## config.mk

```make
export PLATFORM = sky130hd
export DESIGN_NAME = prm_oblgc_query_seq
export DESIGN_NICKNAME = d
export VERILOG_FILES = /design/src/rtl/prm_oblgc_query_seq.sv
export SDC_FILE = /design/constraint.sdc
export NUM_CORES = 1
export LEC_CHECK = 0
export CAP_MARGIN = 20
export CORE_AREA = 2 2 221 223
export DETAILED_ROUTE_END_ITERATION = 16
export DIE_AREA = 0 0 223 225
export PLACE_DENSITY = 0.52
export REMOVE_ABC_BUFFERS = 1
export SYNTH_ARGS = -nofsm -noshare
export SYNTH_HDL_FRONTEND = slang
export SYNTH_SLANG_ARGS = --single-unit
```

## constraint.sdc

```tcl
create_clock -name clk -period 1.48 [get_ports clk]
set_input_delay 0.37 -clock clk [delete_from_list [all_inputs] [get_ports clk]]
set_output_delay 0.37 -clock clk [all_outputs]
set_load 0.02 [all_outputs]
```

## src/rtl/prm_oblgc_query_seq.sv

```systemverilog
// -----------------------------------------------------------------------------
// prm_oblgc_query_seq
// Initiator side of a bank of combinational edge checkers. A query frame is a
// stream of 15-bit obstacle codes. Each accepted code is registered onto the
// checker inputs, and one cycle later the returned edge_mask vector is ORed
// into a per-frame collision bitmap. The bitmap is handed to the planner over
// a valid/ready handshake.
//
// Ports
//   clk, rst        rising-edge clock, synchronous active-high reset
//   start_i         begin a new frame (honoured in IDLE only)
//   code_valid_i    obstacle code available
//   code_ready_o    block accepts a code this cycle (RUN)
//   code_i          obstacle code, bit0=A .. bit14=O
//   code_last_i     code_i is the final code of the frame
//   chk_code_o      registered code driven to checker inputs A..O
//   edge_mask_i     edge_mask outputs of the checker bank, bit k = edge k
//   mask_valid_o    frame bitmap ready (DONE)
//   mask_ready_i    consumer takes the bitmap
//   mask_o          OR of all edge_mask vectors of the frame, 1 = blocked
//   code_cnt_o      codes accepted in current/last frame, saturating
//   busy_o          state != IDLE
// -----------------------------------------------------------------------------
module prm_oblgc_query_seq #(
    parameter int unsigned NUM_EDGES = 256,
    parameter int unsigned CNT_W     = 16
) (
    input  logic                 clk,
    input  logic                 rst,
    input  logic                 start_i,
    input  logic                 code_valid_i,
    output logic                 code_ready_o,
    input  logic [14:0]          code_i,
    input  logic                 code_last_i,
    output logic [14:0]          chk_code_o,
    input  logic [NUM_EDGES-1:0] edge_mask_i,
    output logic                 mask_valid_o,
    input  logic                 mask_ready_i,
    output logic [NUM_EDGES-1:0] mask_o,
    output logic [CNT_W-1:0]     code_cnt_o,
    output logic                 busy_o
);

    localparam int unsigned CODE_W = 15;

    typedef enum logic [1:0] {
        IDLE  = 2'd0,
        RUN   = 2'd1,
        DRAIN = 2'd2,
        DONE  = 2'd3
    } state_t;

    state_t                r_state;
    state_t                w_state_nxt;

    logic                  r_code_ready;
    logic                  r_mask_valid;
    logic                  r_busy;
    logic                  r_s1_vld;
    logic [CODE_W-1:0]     r_chk_code;
    logic [NUM_EDGES-1:0]  r_mask;
    logic [CNT_W-1:0]      r_cnt;

    logic                  w_accept;
    logic                  w_clear;

    // Handshake qualifiers; r_code_ready is high exactly while in RUN.
    assign w_accept = code_valid_i & r_code_ready;
    assign w_clear  = (r_state == IDLE) & start_i;

    // State register.
    always_ff @(posedge clk) begin
        if (rst) begin
            r_state <= IDLE;
        end else begin
            r_state <= w_state_nxt;
        end
    end

    // Next-state logic.
    always_comb begin
        w_state_nxt = r_state;
        case (r_state)
            IDLE: begin
                if (start_i) begin
                    w_state_nxt = RUN;
                end
            end
            RUN: begin
                if (w_accept && code_last_i) begin
                    w_state_nxt = DRAIN;
                end
            end
            // Gives the last accepted code one cycle to produce its mask.
            DRAIN: begin
                w_state_nxt = DONE;
            end
            // A simultaneous start_i is deliberately not latched here.
            DONE: begin
                if (mask_ready_i) begin
                    w_state_nxt = IDLE;
                end
            end
            default: begin
                w_state_nxt = IDLE;
            end
        endcase
    end

    // Status outputs are registered from the next state so they track r_state.
    always_ff @(posedge clk) begin
        if (rst) begin
            r_code_ready <= 1'b0;
            r_mask_valid <= 1'b0;
            r_busy       <= 1'b0;
        end else begin
            r_code_ready <= (w_state_nxt == RUN);
            r_mask_valid <= (w_state_nxt == DONE);
            r_busy       <= (w_state_nxt != IDLE);
        end
    end

    // Checker-input stage: chk_code holds its last value when no code arrives.
    always_ff @(posedge clk) begin
        if (rst) begin
            r_chk_code <= '0;
            r_s1_vld   <= 1'b0;
        end else begin
            r_s1_vld <= w_accept;
            if (w_accept) begin
                r_chk_code <= code_i;
            end
        end
    end

    // Frame accumulation: bitmap OR and saturating code counter.
    always_ff @(posedge clk) begin
        if (rst) begin
            r_mask <= '0;
            r_cnt  <= '0;
        end else if (w_clear) begin
            r_mask <= '0;
            r_cnt  <= '0;
        end else begin
            if (r_s1_vld) begin
                r_mask <= r_mask | edge_mask_i;
            end
            if (w_accept && (r_cnt != {CNT_W{1'b1}})) begin
                r_cnt <= r_cnt + CNT_W'(1);
            end
        end
    end

    assign code_ready_o = r_code_ready;
    assign mask_valid_o = r_mask_valid;
    assign busy_o       = r_busy;
    assign chk_code_o   = r_chk_code;
    assign mask_o       = r_mask;
    assign code_cnt_o   = r_cnt;

endmodule

```

# Word level (Yosys, flattened, before mapping)
# Cells that the tools add are included.
[totals]
regBits = 293
input_bits = 277
out_inout_bits = 290
wordCells = 27
[classes]
addsub = 1
eq_ne = 6
mux = 4
n_bitwise = 3
n_reduce_logical = 5
[op_table]
columns = ["cell", "n"]
rows = [
  ["256-bit OR", 1],
  ["16-bit by 1-bit adder with 16-bit output, second input constant", 1],
  ["16-bit inequality test, second input constant", 1],
  ["2-bit one-hot mux with 4 select lines", 1],
  ["2-bit == test, second input constant", 3],
  ["2-bit 2-to-1 mux", 3],
  ["2-bit by 1-bit == test with 1-bit output, second input constant", 2],
  ["1-bit bitwise AND", 2],
  ["1-bit logical AND", 2],
  ["2-bit logical NOT", 1],
  ["2-bit nonzero test", 1],
  ["2-bit OR reduction", 1],
]

# Logic depth before layout (Yosys ltp)
# Gate-level depths: netlist of the first run.
[logic_depth]
ltp_word = 5
mapped_depth = 6
ltp_nobuf = 5

# Worst setup path before layout of the first run
# OpenSTA, ideal clock, no wires.
[synth_path]
path_type = "register to register"
start = "register r_cnt[0] (netlist: code_cnt_o[0])"
end = "register r_cnt[8] (netlist: code_cnt_o[8])"
setup_ns = 0.066
arrival_time_ns = 1.727
required_time_ns = 1.414
slack_ns = -0.313
stages_incl_launch_ff = 6
path_buffers = 0
period_less_slack_ns = 1.793
cell_sequence = "dfxtp_1 > ha_1 > nand3_1 > or2_1 > or4_4 > a21oi_2"
[synth_via]
elab_chain_cells = 2
word_cells_on_any_way = 3
cone_classes = "1 x add/sub; 1 x eq/ne; 1 x reduce/logical"
[synth_lines]
columns = ["item", "line_no", "source"]
rows = [
  ["start: declaration", "62", "logic [CNT_W-1:0] r_cnt;"],
  ["start signal: assignment", "149", "r_cnt <= r_cnt + CNT_W'(1);"],
  ["branches (longest 2 deep; another with 16-bit by 1-bit adder with 16-bit output)", "--", ""],
]
# Several ways; the timed one is not identified.
# A chain may end at the register's enable or synchronous reset.

# Final worst setup path of the first run
# Ends and elaborated chain as after synthesis.

==> summary by stage, run 1 <==
Outcome
The flow ran to the end, but the final reports show violations. The final reports fail on negative setup slack.

STA
The worst path in the final design needs a cycle of roughly 1600 ps, including I/O delays and setup. The number of hold violations in the final report is 0. Setup repair after global routing could not meet its margin everywhere.

In this run the tightest slew margin relative to its limit is 0.781. The transition time at the pin with the least slew margin is about 330 ps. The max-slew violation count is 0.

The worst hold slack after final layout is 400 ps. Static timing analysis puts the maximum clock frequency at 643 MHz. The final worst slack is -75.3 ps. Dividing the final minimum period by the clock period gives 1.05.

The setup skew after layout is between 6 and 7 ps. Setup violations remaining at the end of the flow were counted as 6.

Detailed routing
The number of iterations in the first detailed-routing pass is 6. Detailed routing inserted a total of a little over 9k vias. In the final routed layout, each cell accounts on average for roughly 16 um. The remaining antenna violation count after routing is 0.

Wires add up to roughly 36000 um. In the routed layout, each cell is associated on average with a via count of around 4.1. In the routed design, unresolved DRC markers number 0. The first routing iteration left 300 violations.

Place
The congestion estimate from routability-driven global placement came to slightly below 0.8. The half-perimeter wire length after placement is approximately 27000 um. The count of input and output buffers is about 570. After detailed placement, the total cell area comes to between 15000 and 20000 sq um.

Synth
The instance count of the mapped netlist is 1007. The cell area that synthesis handed to floorplanning was around 9000 sq um. The sequential fraction of the synthesis area is 0.637. The most area-hungry cell type in the Yosys netlist is sky130_fd_sc_hd__dfxtp_1. Of the total synthesized cell area, the portion taken by full adders, half adders and majority gates is 0.00136. After synthesis, the share of cell area in mux cells is 0.00326. Dividing the synthesized area by the synthesized cell count gives a little over 9 sq um. Of the total synthesized cell area, the portion taken by XOR and XNOR cells is 0.000951. The simple-gate share of the synthesized area is 0.156. The area fraction of the dominant cell type after synthesis is 0.637.

By area, the combinational part of the netlist is dominated by compound AO/OA/AOI/OAI gates. Sorting the synthesized cells by area gives the leading types as sky130_fd_sc_hd__dfxtp_1 64%, sky130_fd_sc_hd__a21oi_1 15%, sky130_fd_sc_hd__nor2_1 11%. The number of distinct library cells after synthesis is slightly above 40.

The synthesis warning total is 0. The synthesized design contains 293 register bits. The synthesized-area fraction occupied by ao, oa, aoi and oai cells came to 0.169.

Global routing
The via count of the first global-routing pass is ~9.2k. The first global-routing pass estimated around 53000 um of wire. The initial antenna violation count came to 0.

Entering global routing, the biggest net connects 60 pins. The global-route total usage across every layer is 0.133. The overall overflow remaining after global route is 0.

Clock network
The clock net sink count is slightly below 300. The worst-case clock buffer depth is 3. TritonCTS built the clock tree. The clock buffer count from CTS is 36. CTS built an H-tree with a depth of 2. The buffer cell driving the clock tree root is sky130_fd_sc_hd__clkbuf_16. The later pin in the worst-skew pair is clocked with a latency of about 520 ps. The clock slew at the register clock pins of the worst setup and hold paths is about 50 ps. For this design, the CTS-stage hold fixing added 0 buffers.

Die
The initial core utilization is 0.194. The floorplan die width is 223 um. The number of standard-cell rows in the floorplan is 80. In this run the standard cell core region covers around 48000 sq um. The area enclosed by the die boundary is roughly 50000 sq um. The die is 225 um tall. The number of top-level design ports is 567.

Cells and area
The fraction of final layout cells sized beyond drive strength 1 is 0.281. The footprint of the multi-input gates is between 3000 and 4000 sq um. The area growth from synthesis to layout is 74.1%.

The final antenna diode count is 0. The net count of the finished layout is ~1.9k. The register area is around 5900 sq um. The layout filler cell count is just over 5k. Once layout is done, the placed cells without fillers occupy about 16000 sq um. At the end of the flow the core is filled with cells to 0.337.

Setup path
Along the worst path, the maximum fanout reaches 4. The capturing element type of the critical path is a flop. The signal arrival time at the worst endpoint is roughly 2000 ps.

STA puts the critical path data required time at roughly 1900 ps. The worst setup path is launched from a flop. The critical path in this run is classified as reg2reg.

Power
For this design the static power due to leakage is a little under 7 nW. The largest voltage drop on the vdd net is 676 uV. Dividing total power by cell area gives a power density of roughly 1100 nW/um^2.

Hold path
The worst hold path belongs to the class in2reg.

Flow run
The tool flagged a number of max-cap violations equal to 0.
## Yosys cell counts
cell type,n
sky130_fd_sc_hd__a2111oi_2,1
sky130_fd_sc_hd__or2_2,3
sky130_fd_sc_hd__buf_6,1
sky130_fd_sc_hd__nor2_1,259
sky130_fd_sc_hd__nand3_1,6
sky130_fd_sc_hd__and4_2,1
sky130_fd_sc_hd__ha_1,1
sky130_fd_sc_hd__and2_1,2
sky130_fd_sc_hd__or4_4,1
sky130_fd_sc_hd__a31oi_1,1
sky130_fd_sc_hd__or3_1,6
sky130_fd_sc_hd__and3_1,1
sky130_fd_sc_hd__clkbuf_1,37
sky130_fd_sc_hd__nor4_4,1
sky130_fd_sc_hd__a211oi_1,1
sky130_fd_sc_hd__buf_1,1
sky130_fd_sc_hd__mux2i_1,3
sky130_fd_sc_hd__clkbuf_8,1
sky130_fd_sc_hd__o21ai_0,6
sky130_fd_sc_hd__or2_1,1
sky130_fd_sc_hd__nand4_4,1
sky130_fd_sc_hd__a21oi_2,1
sky130_fd_sc_hd__and4_1,3
sky130_fd_sc_hd__nand2_1,40
sky130_fd_sc_hd__buf_4,1
sky130_fd_sc_hd__xnor2_1,1
sky130_fd_sc_hd__buf_2,24
sky130_fd_sc_hd__or3_2,2
sky130_fd_sc_hd__a21oi_1,282
sky130_fd_sc_hd__nor4_1,1
sky130_fd_sc_hd__nor3b_1,3
sky130_fd_sc_hd__nand3b_1,1
sky130_fd_sc_hd__or4_1,4
sky130_fd_sc_hd__dfxtp_1,293
sky130_fd_sc_hd__inv_1,1
sky130_fd_sc_hd__nand4_1,4
sky130_fd_sc_hd__o31ai_1,6
sky130_fd_sc_hd__o31a_1,1
sky130_fd_sc_hd__a21boi_0,1
sky130_fd_sc_hd__nor3_1,1
sky130_fd_sc_hd__o21a_1,2
## cells by family (layout without fill, tap and decap cells)
kind of cell             Yosys count  after routing
flip-flops                       293            293
adder cells (fa/ha/maj)            1              1
multiplexers                       3              3
XOR/XNOR                           1              1
buffers and inverters             66            703
AND/OR/NAND/NOR                  341            341
AO/OA/AOI/OAI                    302            302
## final timing paths
path	from	end	slack, ps	cells after the start
worst max-delay path	code_cnt_o[0]$_SDFFE_PP0P_	code_cnt_o[8]$_SDFFE_PP0P_	-80	5
worst min-delay path	code_i[7]	chk_code_o[7]$_SDFFE_PP0N_	400	3
worst max register to register	code_cnt_o[0]$_SDFFE_PP0P_	code_cnt_o[8]$_SDFFE_PP0P_	-80	5
worst min register to register	chk_code_o[12]$_SDFFE_PP0N_	chk_code_o[12]$_SDFFE_PP0N_	450	2
## power breakdown
group | internal, mW | switching [mW]
Sequential | 8.03 | 0.0831
Combinational | 1.02 | 0.841
Clock | 4.86 | 3.34
Total | 13.9 | 4.26
## registers in the layout, indices dropped and copies added (netlist names)
signal and flops:
mask_o 256, code_cnt_o 16, chk_code_o 15, r_state 2, busy_o 1, code_ready_o 1, mask_valid_o 1, r_s1_vld 1
## through the flow
stage / instances / total power, mW / worst slack (ps) / TNS (ps)
6_report: 2259 / 18.2 / -75.3 / -164
5_1_grt: 2259 / 18.9 / -119 / -999
4_1_cts: 2258 / 18.5 / -75.0 / -445
3_5_place_dp: 2192 / 10.3 / -495 / -103810
3_3_place_gp: 2192 / 10.3 / -496 / -104870
2_1_floorplan: 942 / 8.90 / -3220 / -850610
## critical path: stages (launching register included)
cell and delay, ps:
sky130_fd_sc_hd__dfxtp_4 360, sky130_fd_sc_hd__ha_4 170, sky130_fd_sc_hd__nand3_2 70, sky130_fd_sc_hd__or2_1 230
sky130_fd_sc_hd__or4_4 520, sky130_fd_sc_hd__a21oi_2 130
## what timing repair did
item,4_1_cts,5_1_grt
pin swaps,9,4
setup buffers,6,1
endpoints found under the setup margin,306,156
gates resized for setup,1260,28
## metal layers
layer  GRT usage  part of all wire  up-vias
met3      0.0508             0.093       48
met5           0                 0        -
li1            -                 -     4625
met2       0.242              0.50      365
met1       0.143              0.38     4247
met4      0.0385             0.021        0
## cell type report
type	instances	area share
Clock inverter	10	0.00531
Multi-Input combinational cell	648	0.195
Timing Repair Buffer	642	0.319
Clock buffer	50	0.0621
Tap cell	615	0.0480
Sequential cell	293	0.370
Inverter	1	0.000234
## cells in the final DEF, fill, tap and decap left out, types with 2 or more instances in the layout
| master | Yosys | final |
|---|---|---|
| sky130_fd_sc_hd__nand2_1 | 40 | 40 |
| sky130_fd_sc_hd__o21a_1 | 2 | 2 |
| sky130_fd_sc_hd__clkdlybuf4s50_1 | 0 | 276 |
| sky130_fd_sc_hd__clkbuf_8 | 1 | 2 |
| sky130_fd_sc_hd__clkbuf_16 | 0 | 37 |
| sky130_fd_sc_hd__buf_4 | 1 | 74 |
| sky130_fd_sc_hd__clkinvlp_4 | 0 | 2 |
| sky130_fd_sc_hd__nand3_1 | 6 | 4 |
| sky130_fd_sc_hd__mux2i_1 | 3 | 3 |
| sky130_fd_sc_hd__or2_4 | 0 | 2 |
| sky130_fd_sc_hd__clkbuf_4 | 0 | 2 |
| sky130_fd_sc_hd__and4_1 | 3 | 3 |
| sky130_fd_sc_hd__or4_1 | 4 | 3 |
| sky130_fd_sc_hd__buf_2 | 24 | 256 |
| sky130_fd_sc_hd__or4_4 | 1 | 2 |
| sky130_fd_sc_hd__buf_12 | 0 | 12 |
| sky130_fd_sc_hd__buf_6 | 1 | 21 |
| sky130_fd_sc_hd__o21ai_1 | 0 | 3 |
| sky130_fd_sc_hd__dfxtp_2 | 0 | 11 |
| sky130_fd_sc_hd__a21oi_2 | 1 | 4 |
| sky130_fd_sc_hd__clkinv_2 | 0 | 5 |
| sky130_fd_sc_hd__nand4_1 | 4 | 4 |
| sky130_fd_sc_hd__o31ai_1 | 6 | 5 |
| sky130_fd_sc_hd__a21oi_1 | 282 | 279 |
| sky130_fd_sc_hd__nor2_1 | 259 | 259 |
| sky130_fd_sc_hd__dfxtp_1 | 293 | 269 |
| sky130_fd_sc_hd__or3_1 | 6 | 6 |
| sky130_fd_sc_hd__clkbuf_1 | 37 | 11 |
| sky130_fd_sc_hd__nor3b_1 | 3 | 2 |
| sky130_fd_sc_hd__o21ai_2 | 0 | 2 |
| sky130_fd_sc_hd__dfxtp_4 | 0 | 13 |
(Power assumes the default switching activity.)
==> run 2, diff against run 1 <==
- ABC_CLOCK_PERIOD_IN_PS: default -> 1480
- CTS_CLUSTER_SIZE: default -> 20
==> results of run 2 <==
Final layout, timing and power as in run 1 (identical DEF).
